--- src/rtl/gate_check_pkg.sv ---
// Shared definitions for the gate response checker.
//   state_t       : sequencing FSM states
//   VEC_COUNT     : number of input vectors applied to a 2-input gate
//   CNT_W         : width of the settle countdown
//   expected_bit(): expected gate output for a vector index
package gate_check_pkg;

    localparam int VEC_COUNT = 4;
    localparam int CNT_W     = 4;

    typedef enum logic [2:0] {
        ST_IDLE   = 3'd0,
        ST_DRIVE  = 3'd1,
        ST_SETTLE = 3'd2,
        ST_SAMPLE = 3'd3,
        ST_DONE   = 3'd4
    } state_t;

    // Truth-table lookup: bit idx of the table is the expected output for {aa,bb}=idx
    function automatic logic expected_bit(input logic [VEC_COUNT-1:0] table_bits,
                                          input logic [1:0]           idx);
        return table_bits[idx];
    endfunction

endpackage

--- src/rtl/gate_settle_timer.sv ---
// Settle countdown for the gate response checker.
//   clk, reset_n : clock, synchronous active-low reset
//   load         : load the counter with value (takes priority over counting)
//   value        : countdown start value
//   expired      : counter has reached zero
// Counts down by one per cycle when not loading and saturates at zero.
module gate_settle_timer
    import gate_check_pkg::*;
(
    input  logic             clk,
    input  logic             reset_n,
    input  logic             load,
    input  logic [CNT_W-1:0] value,
    output logic             expired
);

    logic [CNT_W-1:0] count_r;

    // Countdown register: load, decrement, or hold at zero
    always_ff @(posedge clk) begin
        if (!reset_n) begin
            count_r <= {CNT_W{1'b0}};
        end else if (load) begin
            count_r <= value;
        end else if (count_r != {CNT_W{1'b0}}) begin
            count_r <= count_r - CNT_W'(1);
        end else begin
            count_r <= count_r;
        end
    end

    assign expired = (count_r == {CNT_W{1'b0}});

endmodule

--- config.mk ---
export PLATFORM = sky130hd
export DESIGN_NAME = gate_settle_timer
export DESIGN_NICKNAME = d
export VERILOG_FILES = /design/src/rtl/gate_check_pkg.sv /design/src/rtl/gate_settle_timer.sv
export SDC_FILE = /design/constraint.sdc
export NUM_CORES = 1
export LEC_CHECK = 0
export CAP_MARGIN = 20
export CORE_AREA = 2 2 39 41
export DETAILED_ROUTE_END_ITERATION = 7
export DIE_AREA = 0 0 41 43
export REMOVE_ABC_BUFFERS = 1
export SLEW_MARGIN = 20
export SYNTH_ARGS = -nofsm -noshare
export SYNTH_HDL_FRONTEND = slang
export SYNTH_SLANG_ARGS = --single-unit
--- constraint.sdc ---
create_clock -name clk -period 1.75 [get_ports clk]
set_input_delay 0.35 -clock clk [delete_from_list [all_inputs] [get_ports clk]]
set_output_delay 0.35 -clock clk [all_outputs]
set_load 0.02 [all_outputs]
==> results_dict.tcl <==
set metrics [dict create \
    status "finished, final reports clean" \
    tightest_slew_ns 0.2184 \
    cpPeakStageDelay_ns 0.30 \
    ys_warn_count 0 \
    dp_cells 48 \
    final_nets 45 \
    pwr-share-clk_pct 32.6 \
    ys_seq_elements 4 \
    p_int_uw 246.7 \
    rows 14 \
    die_h_um 43 \
    largest_register "count_r" \
    fin_hold_ws_ns 0.6006 \
    core_um2 1384 \
    firstDrtPassIters 2 \
    worstSetupEndpoint "expired" \
    p_per_area_nw_per_um2 954.3 \
    relSlewSlack_pct 85.42 \
    r2r-start "count_r[0]$_SDFFE_PN0P_" \
    n_fill_cell 156 \
    finalPower_uw 336.7 \
    vias_per_cell 3.784 \
    grt_max_degree 7 \
    met1_length_um 177 \
    cts-buffers-inserted 3 \
    initial_utilization_pct 16.64 \
    crit_type "flop to output port" \
    leakagePower_uw 0.0001442 \
    maxCapViolations 0 \
    required_ns 1.40 \
    fin_setup_tns_ns 0 \
    drtIter0Drc 2 \
    hold_viol 0 \
    peakVddDrop_uv 307.7 \
    cts_buffer_depth 2 \
    die_w_um 41 \
    grt_pass1_vias 207 \
    critPathLaunchType "flop" \
    p_sw_share_pct 26.72 \
    ys_types 15 \
    setup_violations 0 \
    r2r_slack_ns 0.35 \
    path_buf_inv 2 \
    seqPwrFrac_pct 33.9 \
    crit_cells 4 \
    antenna_cells 0 \
    grt_use_total_pct 7.014 \
    vias 193 \
    grt_setup_unrepaired "false" \
    htree_levels 1 \
    critPathLaunch "count_r[0]$_SDFFE_PN0P_" \
    switchingPower_uw 89.98 \
    top_layer "met4" \
    grt_overflow_total 0 \
    cts_num_sinks 4 \
    wl_per_cell_um 7.784 \
    gp_congestion 0.5920 \
    dr_wl_met3_um 35 \
    fin_util_pct 25.50 \
    cts_tree "yes" \
    netlist.area_leader.share_pct 34.78 \
    final.period_utilization_pct 87.04 \
    crit_family "flip-flops" \
    yosys.area.top_type "dfxtp_1" \
    finalCriticalPeriod_ns 1.523 \
    cp.arrival_ns 1.17 \
    clk_pin_slew_worst_paths_ns 0.03 \
    post-route-drc-count 0 \
    fmax_ghz 0.6565 \
    reg.largest.list "count_r (4)" \
    rr_endpoint "count_r[1]$_SDFFE_PN0P_" \
    fin_skew_ns 0.0005955 \
    largest_reg_flops 4 \
    syn_area_per_cell_um2 10.01 \
    regArea_um2 80.08 \
    antenna_found_initial 0 \
    ant_nets 0 \
    route.met2.wl_um 177 \
    synthCells 23 \
    finalWirelength_um 397 \
    seq_area_frac_synth_pct 34.78 \
    portBuffers 7 \
    synth_area_um2 230.2 \
    grt_first_pass_wirelength_um 779 \
    cp-end-kind "output port" \
    combPwrFrac_pct 33.5 \
    drive_above_1_share_pct 28.57 \
    clk_latency_ns 0.23 \
    cts_setup_buffers 0 \
    cp_max_fo 2 \
    reg2reg_depth 6 \
    die-area_um2 1763 \
    synth.area.top_cells "dfxtp_1 35%, nor3b_4 8.2%, xnor2_1 7.6%" \
    ios 8 \
    final_max_slew_viol_count 0 \
    min_path_type "flop to flop" \
    path_cells "inv_1 > ha_1 > nor3b_4 > clkbuf_2" \
    multiInputGateArea_um2 142.6 \
    final_cell_count_no_fill 51 \
    cts_root_buf "clkbuf_4" \
    syn2layout_area_growth_pct 53.26 \
    crit_path_top_delay_cell "dfxtp_1" \
]
worst register-to-register path: stages (launching register included):
cell and delay (ns):
dfxtp_1 0.30, inv_1 0.08, ha_1 0.17, nor3b_4 0.19
buf_4 0.15, mux2_2 0.34, o21ai_2 0.10
stage by stage:
step / setup WS (ns) / area, µm²
after CTS: 0.05035 / 356.6
after global routing: 0.1233 / 352.8
after floorplan: 0.2942 / 230.2
final: 0.2268 / 352.8
after detailed placement: 0.02755 / 335.3
after global placement: 0.03691 / 335.3
repair_timing:
action / in CTS / in global routing
endpoints found under the setup margin: 1 / 1
hold buffers: 0 / 0
gates resized for setup: 1 / 2
layer usage:
layer / vias up / global-route usage [%]
li1: 105 / -
met1: 78 / 9.585
met2: 8 / 6.875
met3: 2 / 3.141
met4: 0 / 8.000
met5: - / 0
area by class of cell:
| class | instances | area share (%) |
|---|---|---|
| multi-input combinational | 17 | 40.43 |
| inverter | 2 | 2.128 |
| timing repair buffer | 9 | 22.70 |
| sequential | 4 | 22.70 |
| clock buffer | 3 | 6.383 |
| tap | 16 | 5.674 |
worst min-delay path by stage:
stage / start / endpoint / slack [ns] / cells past startpoint
3_3_place_gp: count_r[0]$_SDFFE_PN0P_ / count_r[0]$_SDFFE_PN0P_ / 0.60 / 3
3_5_place_dp: count_r[0]$_SDFFE_PN0P_ / count_r[0]$_SDFFE_PN0P_ / 0.59 / 3
4_1_cts: count_r[0]$_SDFFE_PN0P_ / count_r[0]$_SDFFE_PN0P_ / 0.60 / 3
6_report: count_r[0]$_SDFFE_PN0P_ / count_r[0]$_SDFFE_PN0P_ / 0.60 / 3
2_1_floorplan: load / count_r[3]$_SDFFE_PN0P_ / 0.48 / 2
5_1_grt: count_r[0]$_SDFFE_PN0P_ / count_r[0]$_SDFFE_PN0P_ / 0.66 / 3
Yosys cell counts:
| master | count |
|---|---|
| o211a_1 | 1 |
| inv_1 | 2 |
| mux2_2 | 1 |
| o31ai_1 | 1 |
| o21ai_2 | 1 |
| nor3b_4 | 1 |
| nand2b_1 | 2 |
| xnor2_1 | 2 |
| mux2i_1 | 1 |
| nor3_2 | 1 |
| dfxtp_1 | 4 |
| ha_1 | 1 |
| nand3_1 | 3 |
| o21ai_1 | 1 |
| nand2_1 | 1 |
kinds of logic after synthesis:
group,after synthesis,synth area share (%)
xor gates and xnor gates,2,7.610
AOI/OAI and AO/OA,4,13.59
DFF,4,34.78
muxes,2,9.239
buffers and inverters,2,3.262
adders and majority gates,1,5.434
and+or+nand+nor,8,26.08
cells in the final DEF, fill, tap and decap left out, drive strengths merged:
master         instances
xnor2                  2
nor3b                  1
nand2                  1
mux2i                  1
o211a                  1
nand2b                 2
o21ai                  2
clkbuf                 4
inv                    2
dfxtp                  4
ha                     1
buf                    2
mux2                   1
clkdlybuf4s50          6
nand3                  3
nor3                   1
o31ai                  1
power by group through the flow:
stage	Sequential, µW	Clock (µW)	Combinational (µW)
floorplan	114	0	72.0
global placement	115	0	118
detailed placement	116	0	119
CTS	115	116	116
global route	116	129	126
finish	114	110	113
(Power assumes the default switching activity.)
==> edit (same flow settings) <==
The package constant `CNT_W` goes from 4 to 6.
--- a/src/rtl/gate_check_pkg.sv
+++ b/src/rtl/gate_check_pkg.sv
@@ -6,7 +6,7 @@
 package gate_check_pkg;
 
     localparam int VEC_COUNT = 4;
-    localparam int CNT_W     = 4;
+    localparam int CNT_W     = 6;
 
     typedef enum logic [2:0] {
         ST_IDLE   = 3'd0,
Interface: changed (resized value); port bits go from 8 to 10. The function was not compared with the original's and may differ.
==> edit against the unedited design <==
Hold slack worse by 0.12 ns; total power increased by 45%; synthesized area increased by 55%; first-iteration DRC count rose to 2.5 times the old value; wire length is 120% higher; clock power rose by 20%; final area rose by 52%; setup slack worse by 0.040 ns; sequential cell count is 2 higher.
==> edit: results (changes against the unedited design) <==
| Metric | Value |
|---|---|
| Post-DP Area | `518 um^2 (was 335 um^2)` |
| Top post-synthesis cells by area | `dfxtp_1 (34%), nand3_1 (8.4%), ha_1 (7.0%), o211ai_1 (6.3%), o311ai_1 (4.9%) (was dfxtp_1 (35%), nor3b_4 (8.2%), xnor2_1 (7.6%), nand3_1 (6.5%), ha_1 (5.4%))` |
| GRT Total Usage | `12.6% (was 7.01%)` |
| Hold Startpoint | `count_r[5] (was count_r[0])` |
| Clock skew | `0.000791 ns (was 0.000596 ns)` |
| Number of detailed-route iterations in the first pass | `4 (was 2)` |
| Fill cells | `146 (was 156)` |
| Largest registers | `count_r x6 (was count_r x4)` |
| Routability cong. | `0.740 (was 0.592)` |
| Final nets | `74 (was 45)` |
| Outcome | `finished, final reports clean (unchanged)` |
| Fraction of layout instances using a drive strength above 1 | `19.7% (was 28.6%)` |
| Pre-CTS setup slack | `0.0158 ns (was 0.0276 ns)` |
| Worst EP arrival | `1.21 ns (was 1.17 ns)` |
| Worst reg2reg path depth | `5 (was 6)` |
| First-pass GRT wire length | `1.47 mm (was 779 um)` |
| CP startpoint | `count_r[4] (was count_r[0])` |
| Slew @ Worst Pin | `0.375 ns (was 0.218 ns)` |
| Netlist cell types | `23 (was 15)` |
| Synth top cells by count | `dfxtp_1 (6), nand3_1 (6), inv_1 (3), o211ai_1 (3), o21ai_0 (3) (was dfxtp_1 (4), nand3_1 (3), inv_1 (2), nand2b_1 (2), xnor2_1 (2))` |
| Clk_lat worst skew | `0.25 ns (was 0.23 ns)` |
| Sequential share of the synthesized area | `33.7% (was 34.8%)` |
| Hold EP | `count_r[5] (was count_r[0])` |
| Vias in the first global route | `352 (was 207)` |
| Hold Crit Depth | `2 (was 3)` |
| Vias | `378 (was 193)` |
| VDD IR max | `453 uV (was 308 uV)` |
| Reg2reg end | `count_r[5] (was count_r[1])` |
[edit: cell count changes after synthesis, sizes merged, moves of 2 or more]
cell,before,now
dfxtp,4,6
nand3,3,6
nor2,0,2
o211ai,0,3
o311ai,0,2
[edit: metrics by stage]
| step | utilization (%) | total power, mW | instances | hold WS (ns) |
|---|---|---|---|---|
| floorplan | - | 0.271 | 41 | 0.445 |
| detailed placement | 37.4 | 0.362 | 74 | 0.475 |
| CTS | 39.0 | 0.495 | 77 | 0.484 |
| global route | 38.7 | 0.523 | 77 | 0.493 |
| finish | 38.7 | 0.489 | 77 | 0.479 |
| global placement | 37.4 | 0.363 | 74 | 0.468 |
[edit: worst max-delay path by stage]
stage | endpoint | slack [ns]
after floorplan | expired | 0.30
after global placement | expired | 0.01
after detailed placement | expired | 0.02
after CTS | expired | 0.01
after global routing | expired | 0.13
final | expired | 0.19
[edit: what timing repair did]
action | in CTS | in global routing
endpoints found under the setup margin | 1 | 1
hold buffers | 0 | 0
gates resized for setup | 1 | 2
[edit: area by class of cell]
type / count / area, um^2 / area share (%)
sequential: 6 / 120 / 22.4
multi-input combinational: 32 / 216 / 40.4
clock buffer: 3 / 22.5 / 4.21
tap: 16 / 20.0 / 3.74
inverter: 3 / 11.3 / 2.10
timing repair buffer: 17 / 145 / 27.1
[edit: cells by family after synthesis]
group	share of synthesized area [%]
adders and majority gates	7.02
buffers and inverters	5.61
AOI/OAI and AO/OA	25.6
and+or+nand+nor	20.7
xor gates and xnor gates	7.37
DFF	33.7
[edit: routing by layer]
layer  vias up  GRT usage [%]  share of wire (%)
met2        17           16.9                 49
met4         0           6.00                  0
met5         -              0                  0
li1        197              -                  -
met1       164           17.1                 46
met3         0           4.71                5.4
[edit: power by group]
| group | switching [mW] | internal [mW] | total, mW |
|---|---|---|---|
| Combinational | 0.0924 | 0.101 | 0.193 |
| Clock | 0.0538 | 0.0778 | 0.132 |
| Sequential | 0.00873 | 0.156 | 0.164 |
[edit: critical path, cell delays in order, from the launching register on]
cell and delay (ns):
dfxtp_1 0.30, or3_1 0.38, nor2_1 0.11, clkbuf_2 0.17
